===== src/rtl/audio_mix_dac.sv =====
// audio_mix_dac: time-multiplexed mixer of beeper, Specdrum and panned AY channels
// into 16-bit PCM, with a first-order sigma-delta 1-bit DAC per channel.
module audio_mix_dac (
    input  logic        clock,
    input  logic        reset,
    input  logic        ce,
    input  logic        spk,
    input  logic        mic,
    input  logic        ear,
    input  logic [7:0]  specdrum,
    input  logic [7:0]  ay_a,
    input  logic [7:0]  ay_b,
    input  logic [7:0]  ay_c,
    input  logic [1:0]  stereo,
    input  logic        mute,
    output logic [15:0] left,
    output logic [15:0] right,
    output logic        valid,
    output logic        overrun,
    output logic        dac_l,
    output logic        dac_r
);
    localparam logic [2:0] IDLE = 3'd0, BEEP = 3'd1, SPEC = 3'd2, AYA = 3'd3,
                           AYB = 3'd4, AYC = 3'd5, DONE = 3'd6;
    logic [2:0]  state_q, state_d;
    logic        spk_q, mic_q, ear_q, mute_q;
    logic [7:0]  spec_q, a_q, b_q, c_q;
    logic [1:0]  st_q;
    logic [9:0]  acc_l_q, acc_r_q, ay_q;
    logic [9:0]  add_l, add_r, beep, a10, b10, c10;
    logic [15:0] left_q, right_q;
    logic        valid_q, overrun_q;
    logic [16:0] sd_l_q, sd_r_q;
    logic        mono, acb, start;
    assign start = ce && state_q == IDLE;
    assign mono  = st_q == 2'd2;
    assign acb   = st_q == 2'd1;
    assign a10   = {2'b0, a_q};
    assign b10   = {2'b0, b_q};
    assign c10   = {2'b0, c_q};
    assign beep  = (spk_q ? 10'd96 : 10'd0) + (mic_q ? 10'd32 : 10'd0) + (ear_q ? 10'd16 : 10'd0);
    assign state_d = state_q == IDLE ? (ce ? BEEP : IDLE) : state_q == DONE ? IDLE : state_q + 3'd1;
    // Mono defers the halving until the whole AY sum is known, so it lands in AYC.
    always_comb begin
        add_l = '0;
        add_r = '0;
        case (state_q)
            BEEP: begin add_l = beep; add_r = beep; end
            SPEC: begin add_l = {2'b0, spec_q}; add_r = {2'b0, spec_q}; end
            AYA:  add_l = mono ? '0 : a10;
            AYB: begin
                add_l = mono || acb ? '0 : b10 >> 1;
                add_r = mono ? '0 : acb ? b10 : b10 >> 1;
            end
            AYC: begin
                add_l = mono ? (ay_q + c10) >> 1 : acb ? c10 >> 1 : '0;
                add_r = mono ? (ay_q + c10) >> 1 : acb ? c10 >> 1 : c10;
            end
            default: ;
        endcase
    end
    always_ff @(posedge clock or negedge reset) begin
        if (!reset) begin
            state_q   <= IDLE;
            {spk_q, mic_q, ear_q, mute_q} <= '0;
            {spec_q, a_q, b_q, c_q} <= '0;
            st_q      <= '0;
            acc_l_q   <= '0;
            acc_r_q   <= '0;
            ay_q      <= '0;
            left_q    <= '0;
            right_q   <= '0;
            valid_q   <= 1'b0;
            overrun_q <= 1'b0;
            sd_l_q    <= '0;
            sd_r_q    <= '0;
        end else begin
            state_q <= state_d;
            valid_q <= state_q == DONE;
            if (ce && state_q != IDLE) overrun_q <= 1'b1;
            if (start) begin
                {spk_q, mic_q, ear_q, mute_q} <= {spk, mic, ear, mute};
                {spec_q, a_q, b_q, c_q} <= {specdrum, ay_a, ay_b, ay_c};
                st_q    <= stereo;
                acc_l_q <= '0;
                acc_r_q <= '0;
                ay_q    <= '0;
            end else begin
                acc_l_q <= acc_l_q + add_l;
                acc_r_q <= acc_r_q + add_r;
                if (state_q == AYA) ay_q <= a10;
                if (state_q == AYB) ay_q <= ay_q + b10;
            end
            if (state_q == DONE) begin
                left_q  <= mute_q ? '0 : {acc_l_q, 6'b0};
                right_q <= mute_q ? '0 : {acc_r_q, 6'b0};
            end
            sd_l_q <= {1'b0, sd_l_q[15:0]} + {1'b0, left_q};
            sd_r_q <= {1'b0, sd_r_q[15:0]} + {1'b0, right_q};
        end
    end
    assign left    = left_q;
    assign right   = right_q;
    assign valid   = valid_q;
    assign overrun = overrun_q;
    assign dac_l   = sd_l_q[16];
    assign dac_r   = sd_r_q[16];
endmodule


===== config.mk =====
export PLATFORM = sky130hd
export DESIGN_NAME = audio_mix_dac
export DESIGN_NICKNAME = d
export VERILOG_FILES = /design/src/rtl/audio_mix_dac.sv
export SDC_FILE = /design/constraint.sdc
export NUM_CORES = 1
export LEC_CHECK = 0
export ABC_AREA = 1
export CORE_ASPECT_RATIO = 0.9
export CORE_MARGIN = 1
export CORE_UTILIZATION = 40
export DETAILED_ROUTE_END_ITERATION = 8
export DONT_BUFFER_PORTS = 1
export PLACE_DENSITY = 0.63
export SLEW_MARGIN = 10
export SYNTH_ARGS = -nofsm -noshare
export SYNTH_HDL_FRONTEND = slang
export SYNTH_SLANG_ARGS = --single-unit

===== constraint.sdc =====
create_clock -name clock -period 7.3 [get_ports clock]
set_clock_uncertainty 0.2 [all_clocks]
set_input_delay 0.73 -clock clock [delete_from_list [all_inputs] [get_ports clock]]
set_output_delay 0.73 -clock clock [all_outputs]
set_load 0.02 [all_outputs]

# After elaboration in Yosys (flattened, before gate mapping)
# Index checks and enable logic that the tools add are counted.
[totals]
inputBits = 41
output_inout_bits = 36
ff_bits = 139
elab_cells = 65
[op_classes]
reduce_logical = 6
addsub = 9
mux = 23
n_eq_ne = 8
[op_table]
columns = ["cell", "n"]
rows = [
  ["$mux W10", 5],
  ["$pmux W9 S5", 1],
  ["$pmux W9 S4", 1],
  ["$add A16 B16 Y17", 2],
  ["$mux W16", 2],
  ["$mux W8", 4],
  ["$mux W7", 3],
  ["$add A10 B8 Y10", 2],
  ["$mux W9", 2],
  ["$add A10 B10 Y10", 1],
  ["$add A10 B9 Y10", 1],
  ["$add A8 B5 Y9", 1],
  ["$eq A3 B3 Y1 const B", 3],
  ["$add A7 B6 Y8", 1],
  ["$eq A3 B2 Y1 const B", 2],
  ["$mux W3", 2],
  ["$mux W6", 1],
  ["$reduce_bool A3 Y1", 2],
  ["$mux W5", 1],
  ["$add A3 B1 Y3 const B", 1],
  ["$eq A3 B1 Y1 const B", 1],
  ["$logic_not A3 Y1", 1],
  ["$eq A2 B1 Y1 const B", 1],
  ["$eq A2 B2 Y1 const B", 1],
  ["3 further kinds", 4],
]

# Depth between registers and ports, before layout
[depth]
ltp_word = 6
depth_mapped = 19
depth_no_buf = 19

# Worst setup path after synthesis
# No wires, ideal clock.
[synth_timing]
path_kind = "reg2reg"
from = "register state_q[2]"
to = "register acc_l_q[9]"
path_stages_with_launch = 17
setup_time_ns = 0.117
period_less_slack_ns = 2.901
required_ns = 6.983
setup_slack_ns = 4.399
arrival_ns = 2.584
path_buffers = 2
cell_sequence = "dfrtp_1 inv_2 buf_2 buf_2 ha_1 inv_1 nor2_1 nand2_1 o31ai_4 inv_2 nand3_1 ha_1 a21o_1 o21ai_0 nand3_1 nor2_1 nor2_1"
[synth_via]
elab_chain_cells = 4
elab_cells_between_ends = 10
cone_classes = "1 x add/sub; 5 x eq/ne; 2 x mux; 2 x reduce/logical"
[synth_lines]
columns = ["element", "line_no", "text"]
rows = [
  ["start, declared", "25", "logic [2:0] state_q, state_d;"],
  ["start signal, assigned", "78", "state_q <= state_d;"],
  ["$eq A3 B3 Y1 (tied with other cells)", "47", "case (state_q)"],
  ["$pmux W9 S5", "47", ""],
  ["$add A10 B9 Y10", "89", "acc_l_q <= acc_l_q + add_l;"],
  ["$mux W10 *", "81", "if (start) begin"],
  ["end signal, assigned", "89", ""],
  ["end, declared", "29", "logic [9:0] acc_l_q, acc_r_q, ay_q;"],
]
# Mark *: on every way between the ends. The rest lies on a longest branch, timed or not.
# A chain may end at the register's enable or synchronous reset.

# Worst setup path in the final report
[layout_timing]
from = "register st_q[1]"
to = "register acc_r_q[5]"
[layout_via]
elab_chain_cells = 6
elab_cells_between_ends = 9
cone_classes = "1 x add/sub; 2 x eq/ne; 6 x mux"
[layout_lines]
columns = ["element", "line_no", "text"]
rows = [
  ["start, declared", "28", "logic [1:0] st_q;"],
  ["start signal, assigned", "84", "st_q <= stereo;"],
  ["$eq A2 B1 Y1", "37", "assign acb = st_q == 2'd1;"],
  ["$mux W8 (on tied branches)", "57, 53", ""],
  ["$mux W9 / $mux W8 (equally long branches)", "57, 53", ""],
  ["$pmux W9 S4 *", "47", ""],
  ["$add A10 B10 Y10 *", "90", "acc_r_q <= acc_r_q + add_r;"],
  ["$mux W10 *", "81", ""],
  ["end signal, assigned", "90", ""],
  ["end, declared", "29", ""],
]
# Marked as above.

==> results.toml <==
[cts]
postCtsSetupBuffers = 0
cts_made_buffers = 17
clockBufferDepth = 2
cts_tree = "built"
clk_latency_ps = 430
clk_pin_slew_ps = 60
ctsHtreeMaxLevel = 4
cts_sinks = 115
cts-root-buf = "clkbuf_16"

[grt]
grt_pass1_vias = 6152
overflow = 0
grt_max_degree = 116
grt.total_usage_pct = 21.7
antenna_found_initial = 0
grt_pass1_wl_um = 32400

[placed_design]
routabilityCongestion = 0.902
io_buffers = 0
hpwl_um = 14200

[floorplan]
die_height_um = 131
start_util_pct = 41.6
core_um2 = 17900
io_pins = 77
die_area_um2 = 19200
die_w_um = 146
fp-row-count = 46

[synthesis]
synth_warnings = 0
synth_flop_cell = "dfrtp_1"
synthDistinctLibCells = 42
postSynthCellCount = 979
yosysMostFrequentCell = "nand2_1"
synth_edf_count = 0
ys_ff_latch = 115
synth-seq-area-share_pct = 38.6
synth_top_area_cell = "dfrtp_1"
syn_area_um2 = 7450
synth_area_per_cell_um2 = 7.61
synth_top_area_share_pct = 38.6
yosys-top-cells-area = "dfrtp_1 (39%), nand2_1 (13%), ha_1 (9.7%)"
synthArstFlopShare_pct = 100
synth_common_cells = "nand2_1 (267), inv_1 (118), dfrtp_1 (115)"

[sta]
period_minus_slack_ps = 3440
worstMarginPinSlew_ps = 926
setup_viol = 0
rsz0062_at_grt = "false"
tns_ps = 0
relSlewSlack_pct = 38.2
fmax_mhz = 290
report.final.slew_viol_count = 0
hold_violations = 0
min_period_over_period_pct = 47.2

[route]
drtPass1Iterations = 5
ant_nets = 0
drt_iter0_markers = 448
drc = 0
vias = 6398
wl_per_cell_um = 15.8
drt_wl_total_um = 19400
viasPerCell = 5.21

[critical_path]
cp.arrival_ps = 3520
path_cells = "inv_1 > ha_1 > clkinv_1 > o21ai_0 > a21oi_1 > o221ai_1 > ha_1 > nand3_1 > nand2_1 > a21oi_1 > xor2_1 > nor2_1"
worstSetupPathType = "reg -> reg"
worstPathMaxFanout = 17
slowest_delay_ps = 540
critPathLaunchType = "flop"
end_kind = "flop"
cp.required_ps = 7380
slowest_stage = "ha_1"

[run]
max_cap_viol_count = 0

[status]
status = "finished, final reports clean"

[power_and_ir_drop]
powerDensity_nw_per_um2 = 523
leakagePower_nw = 4.35
ir_drop_mv = 0.241

[cells_and_area]
finalNetCount = 1081
utilization_pct = 46.0
num_antenna_cells = 0
area_delta_synth_final_pct = 10.5
drive_gt1_share_pct = 5.46

[min_path]
hold_class = "in -> async"
timing repair:
action                     4_1_cts  5_1_grt
hold endpoints to repair       115        0
setup endpoints to repair        0        0
hold buffers                     1        0
gates resized for setup          0        0
worst max-delay path: cells and delay by family, from the launching register on:
family	cells	cell delay, ps
fa+ha+maj	2	860
flops	1	390
simple gates	3	240
xor+xnor	1	160
buf+inv	2	480
compound gates	4	950
cells in the final DEF, fill, tap and decap left out, types with 5 or more instances in the layout:
master and instances:
inv_1 118, clkbuf_16 17, xor2_1 15, nand4_1 10, o21bai_1 7, nand2_1 267, conb_1 12, dfrtp_1 115
ha_1 58, o21ai_1 6, o21ai_0 70, nand3_1 92, a21oi_1 68, nor2_1 59, fa_1 6, inv_2 5
clkinvlp_4 5
power breakdown:
part / switching [W] / leakage, nW / internal, W
Combinational: 0.00142 / 2.62 / 0.000748
Clock: 0.000329 / 0.286 / 0.000548
Sequential: 0.000319 / 1.44 / 0.000946
Total: 0.00206 / 4.35 / 0.00224
layout make-up:
class | count | area, µm²
timing repair buffer | 3 | 42.5
clock buffer | 18 | 439
fill | 1775 | 9670
tap | 240 | 300
clock inverter | 14 | 176
multi-input combinational | 715 | 3930
sequential | 115 | 2880
inverter | 124 | 465
state kept, by name, indices dropped and copies added (netlist names):
register  cells
ay_q         10
c_q           8
b_q           8
spec_q        8
state_q       3
acc_l_q      10
a_q           8
mute_q        1
sd_r_q       11
ear_q         1
left         10
sd_l_q       11
valid         1
right        10
st_q          2
overrun       1
acc_r_q      10
mic_q         1
spk_q         1
worst paths after layout:
check / from / endpoint / slack, ps / cells after the start
max: st_q[1]$_DFFE_PN0P_ / acc_r_q[5]$_DFF_PN0_ / 3860 / 12
min: reset / sd_r_q[7]$_DFF_PN0_ / 30 / 1
max reg2reg: st_q[1]$_DFFE_PN0P_ / acc_r_q[5]$_DFF_PN0_ / 3860 / 12
min reg2reg: sd_r_q[6]$_DFF_PN0_ / sd_r_q[6]$_DFF_PN0_ / 270 / 1
max in group asynchronous: reset / b_q[6]$_DFFE_PN0P_ / 6380 / 1
min in group clock: specdrum[5] / spec_q[5]$_DFFE_PN0P_ / 210 / 2
stage by stage:
| stage | power, W | area [µm²] | hold slack, ps | worst slack [ps] | instances |
|---|---|---|---|---|---|
| after floorplan | 0.00287 | 7490 | 234 | 4400 | 990 |
| after global placement | 0.00337 | 7580 | 238 | 3920 | 1196 |
| after detailed placement | 0.00340 | 7580 | 238 | 3930 | 1196 |
| after CTS | 0.00431 | 8230 | 90.3 | 3890 | 1229 |
| after global routing | 0.00473 | 8230 | 95.1 | 3570 | 1229 |
| final | 0.00431 | 8230 | 29.3 | 3860 | 1229 |
logic make-up (layout without fill, tap and decap cells):
| group | count (synthesis) | count (layout) | synth area share (%) |
|---|---|---|---|
| AO/OA/AOI/OAI | 176 | 176 | 13.2 |
| XOR/XNOR | 18 | 18 | 2.12 |
| adder cells (fa/ha/maj) | 64 | 64 | 11.4 |
| buffers and inverters | 160 | 159 | 9.19 |
| flip-flops | 115 | 115 | 38.6 |
| other | 1 | 12 | 0.0504 |
| AND/OR/NAND/NOR | 445 | 445 | 25.4 |
metal layers:
metal	up-vias	GRT usage [%]	wire length [µm]
met1	2971	31.7	9740
met3	26	5.03	1340
met4	0	7.43	351
li1	3188	-	-
met2	213	31.0	7960
met5	-	0	0
(Power assumes the default switching activity.)
